### config.mk
export PLATFORM = sky130hd
export DESIGN_NAME = decoder
export DESIGN_NICKNAME = d
export VERILOG_FILES = /design/src/rtl/decoder.sv
export SDC_FILE = /design/constraint.sdc
export NUM_CORES = 1
export LEC_CHECK = 0
export CORE_AREA = 2 2 39 41
export DETAILED_ROUTE_END_ITERATION = 8
export DIE_AREA = 0 0 41 43
export SYNTH_ARGS = -nofsm -noshare
export SYNTH_HDL_FRONTEND = slang
export SYNTH_SLANG_ARGS = --single-unit
### constraint.sdc
create_clock -name clk -period 0.8 [get_ports clk]
set_clock_uncertainty 0.15 [all_clocks]
set_input_delay 0.12 -clock clk [delete_from_list [all_inputs] [get_ports clk]]
set_output_delay 0.12 -clock clk [all_outputs]
set_load 0.02 [all_outputs]
### src/rtl/decoder.sv
// rtl/decoder.sv - instruction decoder with external-data wait-branch handshake (option: DECODER_DVAL_SYNC_EN)
module decoder #(
  parameter int datalength = 8
) (
  input  logic       clk,
  input  logic       reset,
  input  logic [1:0] opcode,
  input  logic       Wready,
  input  logic       dataval,
  output logic       PCincr,
  output logic       INen,
  output logic       ALUfunc,
  output logic       imm,
  output logic       w
);

  // datalength only sizes the surrounding datapath; reject widths that datapath cannot use
  if (datalength < 1 || datalength > 32) begin : g_bad_datalength
    $error("decoder: datalength must be in 1..32");
  end

  typedef enum logic {
    READY = 1'b0,
    TAKEN = 1'b1
  } hs_state_t;

  hs_state_t state;
  logic      dval;
  logic      accept;

`ifdef DECODER_DVAL_SYNC_EN
  logic dval_meta;
  logic dval_sync;

  // two-flop synchronizer for the asynchronous data-valid switch
  always_ff @(posedge clk) begin
    if (reset) begin
      dval_meta <= 1'b0;
      dval_sync <= 1'b0;
    end else begin
      dval_meta <= dataval;
      dval_sync <= dval_meta;
    end
  end

  assign dval = dval_sync;
`else
  assign dval = dataval;
`endif

  // a wait-branch consumes at most one data-valid pulse; reset suppresses acceptance
  assign accept = !reset && (state == READY) && (opcode == 2'b11) && Wready && dval;

  // handshake FSM: arm on acceptance, re-arm only once data-valid has dropped
  always_ff @(posedge clk) begin
    if (reset) begin
      state <= READY;
    end else begin
      case (state)
        READY:   if (accept) state <= TAKEN;
        TAKEN:   if (!dval) state <= READY;
        default: state <= READY;
      endcase
    end
  end

  // control decode; unknown opcodes fall through to the reset values
  always_comb begin
    w       = 1'b0;
    imm     = 1'b0;
    ALUfunc = 1'b0;
    PCincr  = 1'b1;
    INen    = 1'b0;
    if (!reset) begin
      case (opcode)
        2'b00: begin
          w    = 1'b1;
          INen = Wready;
        end
        2'b01: begin
          w    = 1'b1;
          imm  = 1'b1;
          INen = Wready;
        end
        2'b10: begin
          w       = 1'b1;
          imm     = 1'b1;
          ALUfunc = 1'b1;
        end
        2'b11: begin
          PCincr = accept;
        end
        default: begin
          PCincr = 1'b1;
        end
      endcase
    end
  end

endmodule

==> results of run 1 <==
==> final timing paths <==
check             from  endpoint  slack [ps]  depth (start not counted)
max reg2reg      state     state         -30                          2
max          opcode[1]      INen        -250                          6
min             Wready     state         350                          3
min reg2reg      state     state         420                          2
==> metal layers <==
layer  vias to the layer above  routed length, um
met4                         0                  0
met2                        11                242
met5                         -                  0
met1                        72                200
met3                         0                 44
li1                         87                  -
==> area by class of cell <==
cell class	count	area [um2]	area share (%)
Timing Repair Buffer	15	168	35.0
Multi-Input combinational cell	15	239	49.9
Tap cell	16	20.0	4.18
Sequential cell	1	20.0	4.18
Inverter	2	32.5	6.79
==> repair_timing <==
action | CTS | global route
hold endpoints to repair | 0 | 0
resized for setup | 60 | 9
buffers inserted | 3 | 1
hold buffers | 0 | 0
endpoints found under the setup margin | 6 | 6
pin swaps | 6 | 5
==> stage by stage <==
| step | setup WS, ps | power [W] | TNS, ps | utilization, % | std cells |
|---|---|---|---|---|---|
| after CTS | -366 | 0.000281 | -1730 | 35.4 | 50 |
| after floorplan | -60.7 | 0.000133 | -85.3 | - | 18 |
| final | -253 | 0.000275 | -1070 | 34.6 | 49 |
| after detailed placement | -1250 | 0.000226 | -6560 | 28.0 | 47 |
| after global routing | -282 | 0.000291 | -1210 | 34.6 | 49 |
| after global placement | -1230 | 0.000220 | -6400 | 28.0 | 47 |
==> layout by cell type, fill, tap and decap left out <==
master,count
nand2_2,1
nor3b_4,1
nor3b_2,1
nor2b_4,3
inv_12,2
dlygate4sd2_1,1
o21ai_4,1
ha_4,4
a21oi_2,1
ha_1,1
buf_12,2
clkbuf_2,2
buf_6,9
dfxtp_1,1
nor2_4,2
buf_4,1
==> tightest hold or removal path, stage by stage <==
cell      delay, ps
clkbuf_2        110
a21oi_2         160
nor3b_2          60
==> kinds of logic after synthesis <==
| group | Yosys count | synth area share (%) |
|---|---|---|
| buffers and inverters | 2 | 5.00 |
| flip-flops | 1 | 13.3 |
| AO/OA/AOI/OAI | 2 | 6.66 |
| AND/OR/NAND/NOR | 8 | 33.3 |
| adder cells (fa/ha/maj) | 5 | 41.7 |
==> power by group <==
part           switching (W)  leakage [nW]  internal (W)
logic              0.0000978         0.183      0.000124
clock network              0             0             0
registers         0.00000148       0.00811     0.0000521
total              0.0000993         0.191      0.000176
==> out/metrics.yaml, run 1 <==
setup_path:
  crit_buf_inv: 3
  end_kind: "output pin"
  startpoint_type: "input port"
  crit_arrival_ps: 780
  critical_path.top_delay_family: "buffers and inverters"
  slowest_delay_ps: 190
  crit_slowest_cell: "nor3b_4"
  cp.required_ps: 530
  worstPathCellList: "buf_12 -> inv_12 -> ha_4 -> nor2_4 -> nor3b_4 -> buf_6"
  path_class: "input port to output pin"
  critPathMaxFanout: 4
global_route:
  antenna_found_initial: 0
  grt_pass1_wl_um: 897
  grt-ovfl-total: 0
  met3_usage_pct: 0
  grt_usage_pct: 7.11
  grt_use_met1_pct: 9.55
  use_met2_pct: 12.8
  grt_max_degree: 7
  busiest_layer: "met2"
  grt_pass1_vias: 198
synth:
  syn_area_um2: 150
  synthCells: 18
  synth-seq-cells: 1
  yosysMostFrequentCell: "ha_1"
  synth_ff_type: "dfxtp_1"
  synth_top_area_cell: "ha_1"
  syn_area_per_cell_um2: 8.34
  synthTopCellsByArea: "ha_1 (42%), dfxtp_1 (13%), nor2b_1 (13%)"
  yosysUniqueCellTypes: 10
  synth_edf_count: 0
  synth_top_area_share_pct: 41.7
  ys_seq_area_share_pct: 13.3
  synth_fp_nets: 29
  ys_top_cells_by_count: "ha_1 (5), nor2b_1 (3), inv_1 (2), nor2_1 (2)"
  yosys_warnings: 0
  async_flop_share_pct: 0
timing:
  fin_crit_sh_pct: 132
  slew_viol_final: 0
  setup_viol: 6
  finalHoldViolations: 0
  hold_ws_ps: 354
  period_minus_slack_ps: 1050
  tightest_slew_ps: 165
  fmax_mhz: 949
  rsz0062_at_grt: "true"
  worst_slack_ps: -253
  slew_headroom_pct: 89.0
layout:
  fin_nets: 46
  regMostFlops: "state"
  antennaDiodeCount: 0
  largest_reg_flops: 1
  area_growth_pct: 219
  top_regs: "state: 1 flops"
  drive_gt1_share_pct: 90.9
  fin_area_um2: 479
  fillers: 135
worst_hold_path:
  hold_class: "input port to register"
die:
  coreArea_um2: 1380
  rows: 14
  initial_core_util_pct: 10.8
  ios: 11
  die-area_um2: 1760
  die_y_um: 43
  die_w_um: 41
placement:
  routabilityCongestion: 0.582
  hpwl_um: 382
  dpl-instance-area_um2: 388
  portBuffers: 10
route:
  postRouteAntennaNets: 0
  drtPass1Iterations: 1
  wl_um: 486
  drt-initial-drc-count: 0
  route.detailed.drc: 0
  vias: 170
  wl_per_cell_um: 9.92
  via_per_inst: 3.47
clock_tree:
  insertion_delay_ps: 0
  path_clk_slew_ps: 0
power_and_ir_drop:
  leakagePower_nw: 0.191
  ir_drop_mv: 0.455
  powerDensity_nw_per_um2: 575
outcome:
  violations: "setup timing"
  status: "complete, but fails checks"
job:
  maxCapViolations: 0
(Power assumes the default switching activity.)
==> run 2, diff against run 1 <==
- CTS_CLUSTER_DIAMETER: default -> 200
- REMOVE_ABC_BUFFERS: default -> 1
==> out/metrics.yaml, run 2 (same netlist as run 1, synthesis figures left out) <==
setup_path:
  crit_arrival_ps: 760
  end_kind: "output pin"
  crit_buf_inv: 3
  slowest_delay_ps: 240
  worstPathCellList: "buf_12 -> clkinv_8 -> ha_4 -> nor2b_4 -> buf_6"
  path_class: "input port to output pin"
  startpoint_type: "input port"
  critPathMaxFanout: 3
  cp.required_ps: 530
  critical_path.top_delay_family: "buffers and inverters"
  crit_slowest_cell: "ha_4"
placement:
  routabilityCongestion: 0.601
  hpwl_um: 287
  portBuffers: 10
  post-place-ws_ps: -1220
  dpl-instance-area_um2: 293
outcome:
  status: "complete, but fails checks"
  violations: "setup timing"
global_route:
  antenna_found_initial: 0
  grt_pass1_vias: 184
  grt_usage_pct: 5.10
  grt-ovfl-total: 0
  grt_max_degree: 7
  grt_pass1_wl_um: 655
timing:
  tns_ps: -1130
  finalHoldViolations: 0
  tightest_slew_ps: 200
  fin_crit_sh_pct: 128
  fmax_mhz: 973
  worst_slack_ps: -228
  slew_headroom_pct: 86.7
  hold_ws_ps: 360
  setup_viol: 6
  period_minus_slack_ps: 1030
  slew_viol_final: 0
  rsz0062_at_grt: "true"
die:
  rows: 14
  die-area_um2: 1760
  coreArea_um2: 1380
  die_w_um: 41
  die_y_um: 43
  initial_core_util_pct: 10.8
  ios: 11
layout:
  fillers: 147
  largest_reg_flops: 1
  final_cell_mix: "ha_4 (5), buf_6 (5), buf_4 (3)"
  area_growth_pct: 182
  antennaDiodeCount: 0
  fin_area_um2: 423
  fin_nets: 44
  top_regs: "state: 1 flops"
  regMostFlops: "state"
  fin_util_pct: 30.6
  drive_gt1_share_pct: 80.6
power_and_ir_drop:
  ir_drop_mv: 0.222
  leakagePower_nw: 0.166
  powerDensity_nw_per_um2: 559
route:
  postRouteAntennaNets: 0
  vias: 172
  wl_per_cell_um: 9.38
  drt-initial-drc-count: 0
  route.detailed.drc: 0
  drtPass1Iterations: 1
  wl_um: 441
  via_per_inst: 3.66
worst_hold_path:
  hold_class: "register to register"
clock_tree:
  postCtsSetupBuffers: 0
  path_clk_slew_ps: 0
  insertion_delay_ps: 0
job:
  maxCapViolations: 0
run 2: cell types whose count changed in the layout (fill, tap and decap cells not counted), moves of 2 or more:
cell      delta
nor2_2       +2
buf_4        +2
clkbuf_2     -2
inv_12       -2
nor2_4       -2
buf_6        -4
run 2: final timing paths:
| kind | start | endpoint | slack (ps) | cells past startpoint |
|---|---|---|---|---|
| worst min-delay path | state | state | 360 | 2 |
| worst min register to register | state | state | 360 | 2 |
| worst max-delay path | opcode[1] | imm | -230 | 5 |
| worst max register to register | state | state | 80 | 2 |
run 2: power breakdown:
part	internal [W]	switching, W
Combinational	0.000101	0.0000828
Clock	0	0
Sequential	0.0000521	0.000000694
Total	0.000153	0.0000835
run 2: stage by stage:
| stage | instances | total power (W) |
|---|---|---|
| global route | 47 | 0.000249 |
| global placement | 47 | 0.000171 |
| CTS | 47 | 0.000200 |
| finish | 47 | 0.000236 |
| floorplan | 18 | 0.0000967 |
| detailed placement | 47 | 0.000172 |
run 2: metal layers:
layer / vias up / part of all wire [%] / GRT usage [%]
met5: - / 0 / 0
met4: 0 / 0 / 0
met3: 0 / 7.0 / 0
met2: 7 / 61 / 10.9
met1: 78 / 31 / 5.08
li1: 87 / - / -
run 2: cell type report:
class / instances / area [um2] / area share [%]
multi-input cells: 15 / 214 / 50.6
inverters: 2 / 27.5 / 6.51
flip-flops and latches: 1 / 20.0 / 4.73
well taps: 16 / 20.0 / 4.73
repair buffers: 13 / 141 / 33.4
run 2: worst reg2reg max path: cells and delay by family (launching register included):
| kind | cells | cell delay [ps] |
|---|---|---|
| AOI/OAI and AO/OA | 1 | 40 |
| DFF | 1 | 320 |
| and+or+nand+nor | 1 | 140 |
run 2: timing repair:
item	4_1_cts	5_1_grt
endpoints found under the hold margin	0	0
hold buffers	0	0
pin swaps	3	5
resized for setup	66	14
endpoints found under the setup margin	6	6
